[config.mk]
export PLATFORM = sky130hd
export DESIGN_NAME = fetch_unit
export DESIGN_NICKNAME = d
export VERILOG_FILES = /design/src/rtl/fetch_unit.sv
export SDC_FILE = /design/constraint.sdc
export NUM_CORES = 1
export LEC_CHECK = 0
export ABC_AREA = 1
export BUFFER_PORTS_ARGS = -buffer_cell sky130_fd_sc_hd__clkbuf_2
export CAP_MARGIN = 20
export CORE_ASPECT_RATIO = 1.5
export CORE_MARGIN = 4
export CORE_UTILIZATION = 47
export CTS_CLUSTER_DIAMETER = 150
export DETAILED_ROUTE_END_ITERATION = 8
export PLACE_DENSITY = 0.78
export SETUP_SLACK_MARGIN = 0.4
export SLEW_MARGIN = 15
export SYNTH_ARGS = -nofsm -noshare
export SYNTH_HDL_FRONTEND = slang
export SYNTH_SLANG_ARGS = --single-unit
[constraint.sdc]
create_clock -name clk -period 3.8 [get_ports clk]
set_clock_uncertainty 0.2 [all_clocks]
set_input_delay 0.76 -clock clk [delete_from_list [all_inputs] [get_ports clk]]
set_output_delay 0.76 -clock clk [all_outputs]
set_load 0.005 [all_outputs]
[src/rtl/fetch_unit.sv]
// Instruction fetch stage: requests one word at a time from instruction memory,
// holds it in the IR for decode, and follows sequential or branch-redirected flow.
module fetch_unit #(
    parameter logic [31:0] RESET_PC = 32'h0000_0000,
    parameter int unsigned TIMEOUT  = 15
) (
    input  logic        clk,
    input  logic        reset,
    output logic        imem_req,
    output logic [31:0] imem_addr,
    input  logic [31:0] imem_rdata,
    input  logic        imem_valid,
    output logic [31:0] instr,
    output logic        instr_valid,
    input  logic        instr_ready,
    output logic [1:0]  op,
    output logic [5:0]  funct,
    output logic [3:0]  rd,
    output logic [3:0]  cond,
    output logic [31:0] pc_plus8,
    input  logic        branch_taken,
    input  logic [31:0] branch_target,
    output logic        fault
);

    localparam int unsigned CNT_W    = (TIMEOUT < 2) ? 1 : $clog2(TIMEOUT + 1);
    localparam int unsigned PC_W     = 30;
    localparam int unsigned LAST_CNT = (TIMEOUT == 0) ? 0 : TIMEOUT - 1;

    typedef enum logic [1:0] {
        IDLE  = 2'd0,
        REQ   = 2'd1,
        HOLD  = 2'd2,
        FAULT = 2'd3
    } state_t;

    state_t              state;
    logic [PC_W-1:0]     pc_word;
    logic [CNT_W-1:0]    wait_cnt;

    // The PC is kept word-granular so the fetch address is always aligned.
    assign imem_addr = {pc_word, 2'b00};

    // Decode fields are fixed slices of the held IR.
    assign cond  = instr[31:28];
    assign op    = instr[27:26];
    assign funct = instr[25:20];
    assign rd    = instr[15:12];

    // Fetch FSM; all handshake outputs are registered alongside the state.
    always_ff @(posedge clk or posedge reset) begin
        if (reset) begin
            state       <= IDLE;
            pc_word     <= RESET_PC[31:2];
            pc_plus8    <= RESET_PC + 32'd8;
            instr       <= 32'h0;
            wait_cnt    <= '0;
            imem_req    <= 1'b0;
            instr_valid <= 1'b0;
            fault       <= 1'b0;
        end else begin
            case (state)
                IDLE: begin
                    state    <= REQ;
                    imem_req <= 1'b1;
                end

                REQ: begin
                    // A response on the final allowed cycle still wins over the timeout.
                    if (imem_valid) begin
                        instr       <= imem_rdata;
                        pc_plus8    <= {pc_word, 2'b00} + 32'd8;
                        pc_word     <= pc_word + PC_W'(1);
                        wait_cnt    <= '0;
                        imem_req    <= 1'b0;
                        instr_valid <= 1'b1;
                        state       <= HOLD;
                    end else if (wait_cnt == CNT_W'(LAST_CNT)) begin
                        imem_req <= 1'b0;
                        fault    <= 1'b1;
                        state    <= FAULT;
                    end else begin
                        wait_cnt <= wait_cnt + CNT_W'(1);
                    end
                end

                HOLD: begin
                    if (instr_ready) begin
                        instr_valid <= 1'b0;
                        if (branch_taken && (branch_target[1:0] != 2'b00)) begin
                            fault <= 1'b1;
                            state <= FAULT;
                        end else begin
                            if (branch_taken) begin
                                pc_word <= branch_target[31:2];
                            end
                            imem_req <= 1'b1;
                            state    <= REQ;
                        end
                    end
                end

                FAULT: begin
                    state <= FAULT;
                end

                default: begin
                    state <= IDLE;
                end
            endcase
        end
    end

endmodule

==> metrics.md <==
| Metric | Value |
|---|---|
| Via count | 5,657 |
| Relative slew margins | 0.3659 |
| Critical setup path kind | flip-flop to flip-flop |
| Die height | 143.1 µm |
| Vias in the first global route | 5,414 |
| CTS tree | done |
| Compound-Gate Fraction of Synth Area | 0.06874 |
| Fin crit share | 0.6569 |
| I/O Pins | 184 |
| Leak | 3.745 nW |
| Main flop type after synthesis | dfrtp_1 |
| Slew @ Worst Pin | 949.7 ps |
| Worst-skew pair later-pin latency | 350 ps |
| Die width | 98.04 µm |
| Comb power frac | 0.421 |
| Slew Viols, Final | 0 |
| # Post-CTS Setup Buffers | 0 |
| Synthesized area | 5715 µm² |
| Count of final hold-check violations | 0 |
| CP Launch Type | flip-flop |
| Number of diodes | 0 |
| RSZ-0062 raised after global routing | no |
| Clock tree root driver cell | clkbuf_16 |
| Yosys warns | 0 |
| Final instance area | 6915 µm² |
| Crit end category | flip-flop |
| Overflow after GRT | 0 |
| Final Critical Period | 2496 ps |
| Nets | 1,029 |
| Cell Area, Placed | 6585 µm² |
| Fillcell total | 1,170 |
| All-Layer GR Usage | 0.2340 |
| CTS Buf Count | 9 |
| Area contributors post-synth | dfrtp_1 44%, nand2_1 20%, nor2_1 6.0%, nand3_1 5.6%, inv_1 3.7% |
| Clk sinks | 101 |
| Count of final setup violators | 0 |
| Clock share of power | 0.191 |
| Largest family of logic cells by synthesized area | simple AND/OR/NAND/NOR gates |
| Final TNS setup | 0 ps |
| CTS Hold Buffers Added | 0 |
| Post_cts resized | 0 |
| Antenna violations before repair | 0 |
| Post-synth EDFFs | 0 |
| Unique masters post-synth | 34 |
| Worst endpoint required time | 3870 ps |
| Clk pin slew, worst setup/hold paths | 70 ps |
| Post-Synth XOR/XNOR Area | 0.01839 |
| Placer Congestion | 0.9424 |
| Ratio of cells with drive above 1 in the final layout | 0.2508 |
| Core area | 11,960 µm² |
| Post-synthesis mux area share | 0 |
| Initial drt markers | 327 |
| Max Cap Viol | 0 |
| Full die area | 14,030 µm² |
| Worst vdd ir | 0.3859 mV |
| Power share of the sequential group | 0.388 |
| Initial Utilization | 0.4781 |
| Post-synthesis sequential area ratio | 0.4424 |
| First-pass GRT wire length | 26.71 mm |
| Max clock buf depth | 2 |
| # DRC | 0 |
| Final ANT Viol Nets | 0 |
| Crit Path Max Fanout | 20 |
| Crit-path cells | inv_2 > nor2_4 > nand2_1 > nand2_1 > nand3_2 > inv_2 > o21ai_1 > o21ai_1 |
| Area share of and/or/nand/nor cells after synthesis | 0.3702 |
| Cell-internal power | 3.050 mW |
| DP HPWL | 12.14 mm |
| Net Sw Power | 2.341 mW |
| Pwr/cell area | 779.6 nW/µm² |
| CP Data Arrival Time | 2570 ps |
| Min-Delay Path Class | flip-flop to flip-flop |
| Post-synth top area cell | dfrtp_1 |
| Average wire per standard cell | 14.77 µm |
| Post-synth top area share | 0.4378 |
| Maximum clock rate | 400.6 MHz |
| H-tree depth | 3 |
| Async SR Flop Fraction | 1.000 |
| Seq cells post-synth | 101 |
| Area Growth Syn to Fin | 20.99% |
| Synth Area in Adders | 0.008757 |
| Commonest cells in the netlist | 308 x nand2_1, 100 x dfrtp_1, 91 x nor2_1 |
| Critical-path top delay cell | inv_2 |
| Slowest stage delay, CP | 500 ps |
| Post-DR vias/cell | 5.078 |
| Mapped Cells | 805 |
| Site Rows | 49 |
| Count leader, synth | nand2_1 |
| Switch share | 0.4342 |
| Port bufs | 179 |
| Average size of a mapped cell | 7.100 µm² |
| Drt pass-1 iters | 5 |
| Drt total wl | 16.46 mm |
| Status | complete, no violations |
| Largest net degree at the start of global routing | 66 |
## placed cells by master, fill, tap and decap left out, types with 5 or more instances in the layout
cell       count
nand2_1      308
clkbuf_2     179
dfrtp_1      100
nor2_1        91
nand3_1       64
inv_1         56
o21ai_0       39
a21oi_1       21
nor2_2        11
nand2_2       10
nor2_4         9
clkbuf_16      9
xor2_1         8
inv_2          5
o21ai_1        5
## worst max-delay path, delay by kind of cell, from the launching register on
| family | cells | cell delay, ps |
|---|---|---|
| flip-flops | 1 | 400 |
| AND/OR/NAND/NOR | 4 | 950 |
| AO/OA/AOI/OAI | 2 | 290 |
| buffers and inverters | 2 | 570 |
## registers in the layout, summed over array words and instances (netlist names)
name and count:
fault 1, instr 32, pc_plus8 30, instr_valid 1, imem_req 1, pc_word 30
wait_cnt 4, state 2
## power by group through the flow
stage	sequential, mW	combinational [mW]	clock, mW
final	2.09	2.27	1.03
after detailed placement	2.10	2.27	0
after floorplan	2.01	1.47	0
after global placement	2.09	2.23	0
after CTS	2.09	2.29	1.04
after global routing	2.17	2.59	1.09
## metal layers
layer / up-vias / track usage / routed length [µm] / part of all wire
met5: - / 0 / 0 / 0
met4: 0 / 0.1087 / 560 / 0.034
met3: 41 / 0.02248 / 1077 / 0.065
met2: 242 / 0.4006 / 8093 / 0.49
met1: 2569 / 0.2985 / 6725 / 0.41
li1: 2805 / - / - / -
## logic make-up after synthesis
group | count (synthesis)
AND/OR/NAND/NOR | 503
buffers and inverters | 110
flip-flops | 101
AO/OA/AOI/OAI | 74
XOR/XNOR | 12
adder cells (fa/ha/maj) | 4
other | 1
## path summary, 6_finish.rpt
| kind | cells after the start | start | slack, ps | to |
|---|---|---|---|---|
| max | 8 | state[1] | 1300 | pc_word[5] |
| min | 2 | pc_plus8[9] | 280 | pc_plus8[9] |
| max reg2reg | 8 | state[1] | 1300 | pc_word[5] |
| min reg2reg | 2 | pc_plus8[9] | 280 | pc_plus8[9] |
| max in group asynchronous | 3 | reset | 2240 | pc_plus8[3] |
| min in group asynchronous | 2 | reset | 350 | instr[22] |
## cell type report
| type | instances | area (µm²) | area share |
|---|---|---|---|
| multi-input cells | 597 | 2679 | 0.3874 |
| flip-flops and latches | 101 | 2529 | 0.3657 |
| repair buffers | 184 | 945.9 | 0.1368 |
| inverters | 63 | 240.2 | 0.03474 |
| clock buffers | 9 | 225.2 | 0.03257 |
| well taps | 153 | 191.4 | 0.02768 |
| clock inverters | 7 | 105.1 | 0.01520 |
## stage by stage
step / instances / worst slack, ps / hold WS (ps) / util / total power [mW]
after floorplan: 808 / 1637 / 264.0 / - / 3.483
after global placement: 1098 / 1339 / 261.6 / 0.5508 / 4.315
after detailed placement: 1098 / 1297 / 266.2 / 0.5508 / 4.377
after CTS: 1114 / 1342 / 287.6 / 0.5784 / 5.418
after global routing: 1114 / 1136 / 306.2 / 0.5784 / 5.845
final: 1114 / 1304 / 282.5 / 0.5784 / 5.391
Note: power is estimated with default switching activity, not from simulation.
